[config.mk]
export PLATFORM = sky130hd
export DESIGN_NAME = xcvu440_areset_ctrl
export DESIGN_NICKNAME = d
export VERILOG_FILES = /design/src/rtl/xcvu440_areset_pkg.sv /design/src/rtl/areset_ctrl_debounce.sv /design/src/rtl/xcvu440_areset_ctrl.sv
export SDC_FILE = /design/constraint.sdc
export NUM_CORES = 1
export LEC_CHECK = 0
export ABC_AREA = 1
export CORE_MARGIN = 3
export CORE_UTILIZATION = 47
export CTS_CLUSTER_SIZE = 30
export DETAILED_ROUTE_END_ITERATION = 16
export PLACE_DENSITY = 0.67
export SETUP_SLACK_MARGIN = 0.15
export SLEW_MARGIN = 20
export SYNTH_ARGS = -nofsm -noshare
export SYNTH_HDL_FRONTEND = slang
export SYNTH_HIERARCHICAL = 1
export SYNTH_SLANG_ARGS = --single-unit
[constraint.sdc]
create_clock -name clock -period 1.7 [get_ports clock]
set_input_delay 0.17 -clock clock [delete_from_list [all_inputs] [get_ports clock]]
set_output_delay 0.17 -clock clock [all_outputs]
set_load 0.01 [all_outputs]
[src/rtl/xcvu440_areset_pkg.sv]
// Shared definitions for the board-level areset controller.
// Provides the 2-bit state encoding (RST / WAIT_LOCK / STABLE / RUN) and the
// helper that sizes the sequencing counter so no state can ever wrap it.
package xcvu440_areset_pkg;

  typedef enum logic [1:0] {
    ST_RST       = 2'd0,
    ST_WAIT_LOCK = 2'd1,
    ST_STABLE    = 2'd2,
    ST_RUN       = 2'd3
  } ar_state_e;

  // Width able to hold the largest terminal count of any state.
  function automatic int ar_ctr_width(input int rst_cycles, input int stable_cycles,
                                      input int lock_timeout);
    int m;
    m = rst_cycles;
    if (stable_cycles > m) m = stable_cycles;
    if (lock_timeout > m) m = lock_timeout;
    return $clog2(m + 1);
  endfunction

endpackage

[src/rtl/areset_ctrl_debounce.sv]
// Button conditioning for the areset controller: synchroniser, debounce
// counter and press-edge detect.
// Ports:
//   clock      in  free-running board clock
//   reset      in  synchronous active-high; forces the "released" level
//   button_n   in  asynchronous active-low button
//   btn_press  out single-cycle pulse when a debounced press is accepted
// A press is accepted on the 2^DEBOUNCE_BITS-th consecutive low sample; the
// detector then waits for an equally long high run before it can fire again.
module areset_ctrl_debounce #(
  parameter int SYNC_STAGES   = 3,
  parameter int DEBOUNCE_BITS = 16
) (
  input  logic clock,
  input  logic reset,
  input  logic button_n,
  output logic btn_press
);

  localparam logic [DEBOUNCE_BITS-1:0] CNT_ONE = DEBOUNCE_BITS'(1);

  logic [SYNC_STAGES-1:0]   sync_q, sync_d;
  logic [DEBOUNCE_BITS-1:0] cnt_q, cnt_d;
  logic                     level_q, level_d;  // debounced level, 1 = released
  logic                     synced;

  assign synced = sync_q[SYNC_STAGES-1];
  assign sync_d = {sync_q[SYNC_STAGES-2:0], button_n};

  // The counter only runs while the synced input disagrees with the accepted
  // level, so any bounce back to the old level restarts the qualification.
  always_comb begin
    cnt_d     = cnt_q;
    level_d   = level_q;
    btn_press = 1'b0;
    if (synced == level_q) begin
      cnt_d = '0;
    end else if (&cnt_q) begin
      level_d   = synced;
      cnt_d     = '0;
      btn_press = ~synced;
    end else begin
      cnt_d = cnt_q + CNT_ONE;
    end
  end

  always_ff @(posedge clock) begin
    if (reset) begin
      sync_q  <= '1;
      cnt_q   <= '0;
      level_q <= 1'b1;
    end else begin
      sync_q  <= sync_d;
      cnt_q   <= cnt_d;
      level_q <= level_d;
    end
  end

endmodule

[src/rtl/xcvu440_areset_ctrl.sv]
// Upstream stage of the board reset tree. Supervises MMCM lock and the user
// button, pulses mmcm_rst and releases areset only after a stable-lock window.
// Runs on the free-running board oscillator.
// Ports:
//   clock        in  free-running board clock
//   reset        in  synchronous active-high; restarts the sequence
//   button_n     in  async active-low user reset button
//   mmcm_locked  in  async lock indications, one per MMCM
//   mmcm_rst     out reset to all MMCMs (high while in RST)
//   areset       out to downstream reset-hold stage, high = in reset
//   state        out 0 RST, 1 WAIT_LOCK, 2 STABLE, 3 RUN
//   lock_lost    out sticky: lock dropped while in RUN
//   retry_count  out saturating count of lock timeouts
// Build option: define AR_LOCK_TIMEOUT_EN to retry the MMCM reset after
// LOCK_TIMEOUT cycles in WAIT_LOCK; otherwise WAIT_LOCK waits forever and
// retry_count stays 0.
module xcvu440_areset_ctrl
  import xcvu440_areset_pkg::*;
#(
  parameter int NUM_MMCM        = 2,
  parameter int SYNC_STAGES     = 3,
  parameter int DEBOUNCE_BITS   = 16,
  parameter int MMCM_RST_CYCLES = 64,
  parameter int STABLE_CYCLES   = 1024,
  parameter int LOCK_TIMEOUT    = 1048576
) (
  input  logic                clock,
  input  logic                reset,
  input  logic                button_n,
  input  logic [NUM_MMCM-1:0] mmcm_locked,
  output logic                mmcm_rst,
  output logic                areset,
  output logic [1:0]          state,
  output logic                lock_lost,
  output logic [7:0]          retry_count
);

  localparam int CW = ar_ctr_width(MMCM_RST_CYCLES, STABLE_CYCLES, LOCK_TIMEOUT);
  localparam logic [CW-1:0] CNT_ONE    = CW'(1);
  localparam logic [CW-1:0] RST_LAST   = CW'(MMCM_RST_CYCLES - 1);
  localparam logic [CW-1:0] STABLE_LAST = CW'(STABLE_CYCLES - 1);
`ifdef AR_LOCK_TIMEOUT_EN
  localparam logic [CW-1:0] TMO_LAST   = CW'(LOCK_TIMEOUT - 1);
`endif

  logic                btn_press;
  logic [NUM_MMCM-1:0] locked_sync;
  logic                all_locked;

  areset_ctrl_debounce #(
    .SYNC_STAGES   (SYNC_STAGES),
    .DEBOUNCE_BITS (DEBOUNCE_BITS)
  ) u_btn (
    .clock     (clock),
    .reset     (reset),
    .button_n  (button_n),
    .btn_press (btn_press)
  );

  // Lock synchronisers reset to "not locked" so nothing is trusted until the
  // chain has refilled with real samples.
  for (genvar gi = 0; gi < NUM_MMCM; gi++) begin : g_lock_sync
    logic [SYNC_STAGES-1:0] sync_q, sync_d;
    assign sync_d = {sync_q[SYNC_STAGES-2:0], mmcm_locked[gi]};
    always_ff @(posedge clock) begin
      if (reset) sync_q <= '0;
      else       sync_q <= sync_d;
    end
    assign locked_sync[gi] = sync_q[SYNC_STAGES-1];
  end

  assign all_locked = &locked_sync;

  ar_state_e     state_q, state_d;
  logic [CW-1:0] cnt_q, cnt_d;
  logic          lock_lost_q, lock_lost_d;
  logic [7:0]    retry_q, retry_d;
  logic          mmcm_rst_q, areset_q;

  // Priority: button press beats everything, then lock loss, then the
  // per-state counter expiry. Every state exit clears the counter.
  always_comb begin
    state_d     = state_q;
    cnt_d       = cnt_q;
    lock_lost_d = lock_lost_q;
    retry_d     = retry_q;
    if (btn_press) begin
      state_d = ST_RST;
      cnt_d   = '0;
    end else begin
      case (state_q)
        ST_RST: begin
          if (cnt_q == RST_LAST) begin
            state_d = ST_WAIT_LOCK;
            cnt_d   = '0;
          end else begin
            cnt_d = cnt_q + CNT_ONE;
          end
        end
        ST_WAIT_LOCK: begin
          if (all_locked) begin
            state_d = ST_STABLE;
            cnt_d   = '0;
          end
`ifdef AR_LOCK_TIMEOUT_EN
          else if (cnt_q == TMO_LAST) begin
            state_d = ST_RST;
            cnt_d   = '0;
            if (retry_q != 8'hFF) retry_d = retry_q + 8'd1;
          end else begin
            cnt_d = cnt_q + CNT_ONE;
          end
`endif
        end
        ST_STABLE: begin
          // Any drop restarts the full window from WAIT_LOCK.
          if (!all_locked) begin
            state_d = ST_WAIT_LOCK;
            cnt_d   = '0;
          end else if (cnt_q == STABLE_LAST) begin
            state_d = ST_RUN;
            cnt_d   = '0;
          end else begin
            cnt_d = cnt_q + CNT_ONE;
          end
        end
        ST_RUN: begin
          if (!all_locked) begin
            state_d     = ST_RST;
            cnt_d       = '0;
            lock_lost_d = 1'b1;
          end
        end
        default: begin
          state_d = ST_RST;
          cnt_d   = '0;
        end
      endcase
    end
  end

  // Outputs are decoded from the next state so they change on the same edge
  // as the state register.
  always_ff @(posedge clock) begin
    if (reset) begin
      state_q     <= ST_RST;
      cnt_q       <= '0;
      lock_lost_q <= 1'b0;
      retry_q     <= '0;
      mmcm_rst_q  <= 1'b1;
      areset_q    <= 1'b1;
    end else begin
      state_q     <= state_d;
      cnt_q       <= cnt_d;
      lock_lost_q <= lock_lost_d;
      retry_q     <= retry_d;
      mmcm_rst_q  <= (state_d == ST_RST);
      areset_q    <= (state_d != ST_RUN);
    end
  end

  assign mmcm_rst    = mmcm_rst_q;
  assign areset      = areset_q;
  assign state       = state_q;
  assign lock_lost   = lock_lost_q;
  assign retry_count = retry_q;

endmodule

* Yosys cells after proc, flatten, opt, wreduce, memory -nomap -nowiden *
Index checks and enable logic that the tools add are counted.

word-level totals
  register bits = 52
  bits of input ports = 5
  output and inout bits = 13
  word-level logic and storage cells = 49

cells by class
  add/sub/neg operators = 2
  equality and inequality tests = 9
  mux-type cells = 15
  bitwise operators = 4
  reductions and logical operators = 9

operators by type and width
  operator                                               number
  2-to-1 mux 21 bit                                      5
  case mux 21 bit (4 select lines)                       1
  adder 21 x 1 -> 21 bit, second input constant          1
  equality test 21 x 10 -> 1 bit, second input constant  1
  equality test 21 x 6 -> 1 bit, second input constant   1
  AND reduction 17 bit                                   1
  adder 16 x 1 -> 16 bit, second input constant          1
  AND reduction 16 bit                                   1
  2-to-1 mux 2 bit                                       6
  case mux 2 bit (4 select lines)                        1
  != test 2 bit, second input constant                   3
  equality test 2 bit, second input constant             2
  logical NOT 2 bit                                      2
  inverter 1 bit                                         4
  AND reduction 2 bit                                    2
  AND reduction 3 bit                                    1
  OR reduction 3 bit                                     1
  equality test 2 x 1 -> 1 bit, second input constant    1
  2-to-1 mux 1 bit                                       2
  OR reduction 2 bit                                     1
  equality test 1 bit                                    1

* Logic depth before layout (Yosys ltp) *
Gate-level depths: netlist of run 1.

  depth in word-level cells = 6
  depth in mapped cells = 11
  depth with buffers taken out = 10

* Modules after synthesis *
Netlist of run 1, hierarchy kept.

modules (own cells, without submodules)
  module                times used  cells each  area each (um^2)  sequential area each (um^2)
  xcvu440_areset_ctrl   1           232         1635.3            640.6
  areset_ctrl_debounce  1           132         953.4             400.4

* Worst setup path before layout of run 1 *
Ideal clock, no wire load.

  path kind = flip-flop to flip-flop
  start point = reg u_btn.cnt_q[0]
  end point = reg cnt_q[14] (netlist name)
  setup time = 0.116 ns
  arrival = 1.703 ns
  data required time = 1.584 ns
  slack = -0.118 ns
  stages on the path, launching flop included = 10
  buffers on the path = 1
  period minus slack after synthesis = 1.818 ns
  cells stage by stage = dfxtp_1 ha_1 nand3_2 nor2_2 nand4_1 nor3_1 nor2_1 nand2_4 buf_6 nor2_1

RTL lines
  what                    RTL line                    RTL
  from (decl)             areset_ctrl_debounce.sv:23  logic [DEBOUNCE_BITS-1:0] cnt_q, cnt_d;
  from (signal assigned)  areset_ctrl_debounce.sv:54  cnt_q <= cnt_d;

==> impl_metrics.csv, run 1 <==
group,metric,value,unit
status,status,"finished, final reports clean",
setup_path,r2r_end,"cnt_q[10]",
die,io_pins,18,
timing,drv_slew,0,
routing,via_count,2231,
place,postPlaceCellArea,0.00281,mm^2
timing,fin_skew,0.00645,ns
clock_network,root_buffer,"clkbuf_8",
synth,postSynthRegisterBits,52,
die,rows,26,
timing,hold_ws,0.384,ns
timing,post-route-period-util,0.949,
power,p_switching,455,uW
timing,clock.fmax,620,MHz
timing,hold_viol_final,0,
setup_path,reg2reg_depth,10,
synth,netlist_area,0.00259,mm^2
min_path,worstHoldStart,"mmcm_locked[0]",
power,p_clk_frac,0.384,
grt,grt_usage,0.175,
routing,route.detailed.drc,0,
clock_network,insertion_delay,0.30,ns
min_path,min_to,"g_lock_sync[0].sync_q[0]",
timing,finalSetupViolCount,0,
setup_path,arrival,1.82,ns
place,gp_congestion,0.775,
cells_and_area,finalNetCount,400,
clock_network,tritoncts,"yes",
synth,ys.flop_type,"dfxtp_1",
routing,drt_pass1_iterations,4,
synth,synth_seq_area_share,0.402,
die,fp.coreArea,0.00520,mm^2
power,p_int,1.71,mW
die,dieArea,0.00643,mm^2
cells_and_area,nFillCells,507,
cells_and_area,antenna_cells,0,
timing,rsz0062_at_grt,"yes",
clock_network,cts_max_path_buffers,2,
setup_path,r2r_slack,0.09,ns
power,seq_power_share,0.575,
setup_path,r2r_start,"u_btn/cnt_q[1]",
synth,avgSynthCellArea,7.11,um^2
power,p_leak,1.21,nW
grt,grt_pass1_vias,2104,
cells_and_area,fin_area,0.00309,mm^2
setup_path,crit_type,"reg -> reg",
min_path,hold_path_class,"in -> reg",
setup_path,crit_path_start_kind,"register",
die,die_x,80.2,um
clock_network,clock-sinks,52,
synth,synth_cell_type_count,33,
power,ir_worst_vdd,403,uV
routing,routed_wl,5220,um
routing,antenna_left,0,
grt,grt_pass1_wl,9100,um
min_path,min_path_cells,3,
setup_path,cp.required,1.91,ns
routing,vias_per_cell,4.81,
synth,synthArstFlopShare,0,
power,comb_power_share,0.040,
grt,grt_start_max_net_pins,16,
cells_and_area,final_core_util,0.593,
cells_and_area,drive_gt1_frac,0.193,
synth,synthCells,364,
die,die-height,80.2,um
power,total_power,2.16,mW
grt,antenna_found_initial,0,
power,powerDensity,701,mW/mm^2
clock_network,htreeDepth,2,
place,dp_hpwl,3670,um
grt,grt_overflow,0,
die,initial_core_util,0.497,
clock_network,clkTransAtPathRegs,0.09,ns
cells_and_area,syn_to_final_growth,19.2,%
synth,synth_edf_count,0,
timing,finalSetupTns,0,ns
power,swShare,0.210,
clock_network,cts_made_buffers,5,
setup_path,crit_path_max_fanout,6,
job,cap_viol_max_count,0,
setup_path,startpoint,"u_btn/cnt_q[1]",
timing,period_needed,1.61,ns
synth,yosys_warnings,6,
routing,drt_iter0_drc,123,
place,numPortBuffers,9,
setup_path,endpoint_kind,"register",
routing,wire_per_inst,11.3,um
## stage by stage
stage               cells  setup WS (ns)
finish                464         0.0873
detailed placement    449         0.0360
global route          464        -0.0176
global placement      449         0.0675
CTS                   462          0.106
floorplan             371         0.0604
## metal layers
layer / track usage / wire length, um / vias up
met3: 0.0336 / 177 / 5
met4: 0.0355 / 50 / 0
li1: - / - / 1181
met5: 0 / 0 / -
met2: 0.299 / 2450 / 28
met1: 0.230 / 2540 / 1017
## cell usage in the layout, fill, tap and decap left out, drive strengths merged
cell / instances
o21bai: 2
nor2: 73
clkbuf: 6
clkinv: 2
nand3: 24
ha: 2
o21ai: 6
conb: 8
nor3: 8
nor4: 1
nand2: 83
clkdlybuf4s50: 9
bufinv: 1
nand3b: 1
or2: 6
xnor2: 8
a21oi: 14
inv: 48
xor2: 9
dfxtp: 52
o21a: 1
buf: 17
nand4: 12
o22ai: 1
## worst max path at each step
stage | endpoint | slack, ns
2_1_floorplan | cnt_q[14] | 0.06
3_3_place_gp | areset | 0.07
3_5_place_dp | cnt_q[16] | 0.04
4_1_cts | cnt_q[10] | 0.11
5_1_grt | cnt_q[10] | -0.02
6_report | cnt_q[10] | 0.09
## critical path, cell delays in order, from the launching register on
cell     delay, ns
dfxtp_2       0.36
ha_4          0.15
nand3_4       0.08
nor2_4        0.09
nand4_1       0.13
nor3_4        0.31
nor2_4        0.13
o21ai_1       0.10
a21oi_1       0.05
nand2_1       0.06
inv_1         0.04
## Yosys cell counts, types with 2 or more instances
| cell | instances | area share |
|---|---|---|
| o21bai_1 | 2 | 0.0058 |
| o21ai_0 | 5 | 0.0097 |
| nand2_1 | 75 | 0.11 |
| nor3_1 | 6 | 0.012 |
| dfxtp_1 | 52 | 0.40 |
| nor2_1 | 68 | 0.099 |
| xor2_1 | 9 | 0.030 |
| nand3_4 | 2 | 0.014 |
| nand3_1 | 21 | 0.041 |
| nand2_2 | 6 | 0.015 |
| ha_1 | 2 | 0.0097 |
| or2_2 | 4 | 0.0097 |
| a21oi_1 | 14 | 0.027 |
| or2_0 | 2 | 0.0048 |
| nor2_2 | 4 | 0.0097 |
| xnor2_1 | 8 | 0.027 |
| buf_6 | 3 | 0.013 |
| inv_1 | 48 | 0.070 |
| buf_4 | 8 | 0.023 |
| nand4_1 | 12 | 0.029 |
## power groups by stage
stage | Sequential, mW | Combinational (mW) | Clock, mW
after floorplan | 1.27 | 0.0612 | 0
after global placement | 1.27 | 0.0724 | 0
after detailed placement | 1.27 | 0.0746 | 0
after CTS | 1.24 | 0.0789 | 0.848
after global routing | 1.25 | 0.0991 | 0.896
final | 1.24 | 0.0872 | 0.832
## registers in the layout (all words and copies together), names as in the netlist
name	flops
u_btn/cnt_q	16
mmcm_rst	1
state	2
u_btn/level_q	1
areset	1
cnt_q	21
g_lock_sync.sync_q	6
u_btn/sync_q	3
lock_lost	1
## repair_timing
action	CTS	global route
pin swaps	4	9
setup buffers	4	2
resized for setup	5	29
gates cloned	1	0
hold buffers	0	0
endpoints found under the hold margin	0	0
setup endpoints to repair	21	25
## cells by family after synthesis
kind of cell,synth area share
other cells,0.00145
xor+xnor,0.0575
simple gates,0.369
buf+inv,0.109
flops,0.402
fa+ha+maj,0.00966
compound gates,0.0512
## cell type report
class / instances / area, um^2 / area share
Clock buffer: 6 / 72.6 / 0.0235
Clock inverter: 2 / 35.0 / 0.0114
Inverter: 49 / 185 / 0.0600
Multi-Input combinational cell: 259 / 1430 / 0.464
Sequential cell: 52 / 1050 / 0.341
Tap cell: 70 / 87.6 / 0.0284
Timing Repair Buffer: 26 / 221 / 0.0718
No activity file was read; power rests on OpenSTA's default activity.
==> inputs of run 2 (changes only) <==
- CAP_MARGIN: not set -> 15
==> results of run 2 <==
The final DEF is identical to that of run 1; final timing and power are the same.
==> inputs of run 3 (changes only) <==
- CORE_UTILIZATION: 47 -> 41
- HOLD_SLACK_MARGIN: not set -> 0.15
- PLACE_DENSITY: 0.67 -> 0.59
==> run 3 against run 2 <==
Net effect: via count down 1.8%; utilization is 7.5 points lower; non-clock buffer count rose by 2; sequential cell count unchanged; hold slack worse by 0.012 ns; fmax up 4.3%; critical path type unchanged; largest cell class unchanged; largest power group unchanged.
==> impl_metrics.csv, run 3 (synthesis results as in run 1) <==
group,metric,value,unit
power,p_int,1.71,mW
setup_path,crit_path_max_fanout,8,
setup_path,path_cells,"ha_4 > nand3_4 > nor2_4 > nand4_1 > nor3_4 > nor2_4 > nand2_4 > nor2_1",
setup_path,cp.required,1.91,ns
cells_and_area,largest_reg_flops,21,
place,numPortBuffers,9,
power,p_clk_frac,0.396,
power,p_switching,485,uW
routing,via_count,2190,
routing,drt_iter0_drc,58,
setup_path,crit_path_start_kind,"register",
status,status,"finished, final reports clean",
routing,route.detailed.drc,0,
routing,routed_wl,5100,um
clock_network,cts_max_path_buffers,2,
place,postPlaceCellArea,0.00282,mm^2
cells_and_area,drive_gt1_frac,0.210,
timing,rsz0062_at_grt,"yes",
die,rows,28,
clock_network,clkTransAtPathRegs,0.10,ns
grt,grt_overflow,0,
timing,post-route-period-util,0.910,
place,gp_congestion,0.802,
routing,wire_per_inst,10.8,um
cells_and_area,nFillCells,637,
routing,vias_per_cell,4.65,
timing,drv_slew,0,
cells_and_area,final_common_cell,"nand2_1",
setup_path,critPathMaxStageDelay,0.37,ns
grt,grtUsageMet3,0.0282,
cells_and_area,final_core_util,0.518,
clock_network,htreeDepth,2,
setup_path,crit_type,"reg -> reg",
die,dieArea,0.00730,mm^2
grt,gr-usage-met1,0.190,
grt,busiest_layer,"met2",
cells_and_area,fin_area,0.00312,mm^2
power,p_leak,1.20,nW
grt,grt_start_max_net_pins,17,
die,io_pins,18,
timing,finalSetupViolCount,0,
timing,hold_ws,0.372,ns
setup_path,cp_common_cell,"nor2_4",
grt,grt_pass1_vias,2066,
setup_path,startpoint,"u_btn/cnt_q[0]",
power,ir_worst_vdd,514,uV
cells_and_area,final_cell_mix,"75 x nand2_1, 57 x nor2_1, 47 x inv_1",
cells_and_area,antenna_cells,0,
clock_network,cts_made_buffers,5,
min_path,worstHoldStart,"mmcm_locked[0]",
grt,use_met2,0.249,
power,seq_power_share,0.565,
cells_and_area,largest_register,"cnt_q",
power,total_power,2.20,mW
setup_path,crit_family,"simple AND/OR/NAND/NOR gates",
clock_network,ctsHoldBuffers,0,
setup_path,r2r_start,"u_btn/cnt_q[0]",
die,initial_core_util,0.430,
setup_path,endpoint_kind,"register",
clock_network,insertion_delay,0.31,ns
timing,clock.fmax,647,MHz
clock_network,clock-sinks,52,
place,dp_hpwl,3680,um
cells_and_area,syn_to_final_growth,20.6,%
setup_path,worst_path_max_delay_cell,"dfxtp_4",
setup_path,arrival,1.76,ns
job,cap_viol_max_count,0,
cells_and_area,top_regs,"cnt_q x21, u_btn/cnt_q x16, g_lock_sync.sync_q x6",
min_path,hold_path_class,"in -> reg",
die,fp.coreArea,0.00603,mm^2
routing,drt_pass1_iterations,4,
power,swShare,0.221,
grt,grt_usage,0.149,
power,comb_power_share,0.039,
clock_network,tritoncts,"yes",
grt,antenna_found_initial,0,
grt,grt_pass1_wl,8850,um
timing,period_needed,1.55,ns
routing,antenna_left,0,
clock_network,root_buffer,"clkbuf_8",
setup_path,path_buf_inv,0,
power,powerDensity,704,mW/mm^2
timing,hold_viol_final,0,
die,die-height,85.5,um
die,die_x,85.5,um
cells_and_area,finalNetCount,402,
timing,fin_skew,0.00953,ns
## run 3: cell types whose count changed in the layout (fill, tap and decap cells not counted), moves of 2 or more
cell	delta
nor2_2	+2
dfxtp_2	+2
buf_4	+2
dfxtp_1	-3
## run 3: tightest hold or removal path: stages
cell	delay (ns)
clkdlybuf4s50_1	0.39
inv_1	0.05
nor2_1	0.03
## run 3: worst paths after layout
| kind | endpoint | slack, ns | cells past startpoint |
|---|---|---|---|
| min reg2reg | g_lock_sync[0].sync_q[2] | 0.40 | 2 |
| max reg2reg | cnt_q[7] | 0.15 | 8 |
| max | cnt_q[7] | 0.15 | 8 |
| min | g_lock_sync[0].sync_q[0] | 0.37 | 3 |
## run 3: power groups by stage
stage	combinational (mW)	clock (mW)	sequential [mW]
2_1_floorplan	0.0612	0	1.27
3_3_place_gp	0.0741	0	1.27
3_5_place_dp	0.0744	0	1.27
4_1_cts	0.0799	0.899	1.24
5_1_grt	0.0980	0.943	1.25
6_report	0.0859	0.871	1.24
## run 3: layout make-up
cell class | instances | area [um^2] | area share
Timing Repair Buffer | 28 | 245 | 0.0785
Sequential cell | 52 | 1060 | 0.339
Inverter | 49 | 185 | 0.0593
Multi-Input combinational cell | 259 | 1430 | 0.458
Tap cell | 75 | 93.8 | 0.0300
Clock buffer | 6 | 72.6 | 0.0232
Clock inverter | 2 | 38.8 | 0.0124
## run 3: through the flow
stage	instances	setup TNS, ns	setup WS, ns
global placement	453	0	0.0207
floorplan	371	0	0.0604
detailed placement	453	-0.421	-0.0431
CTS	467	0	0.130
finish	471	0	0.154
global route	471	0	0.0238
## run 3: what timing repair did
item                                    4_1_cts  5_1_grt
buffers inserted                              5        4
endpoints found under the setup margin       25       26
cloned                                        1        0
gates resized for setup                       8       29
pin swaps                                     6        7
## run 3: layer usage
layer | up-vias | wire, um
li1 | 1180 | -
met1 | 981 | 2480
met2 | 22 | 2420
met3 | 7 | 132
met4 | 0 | 71
met5 | - | 0
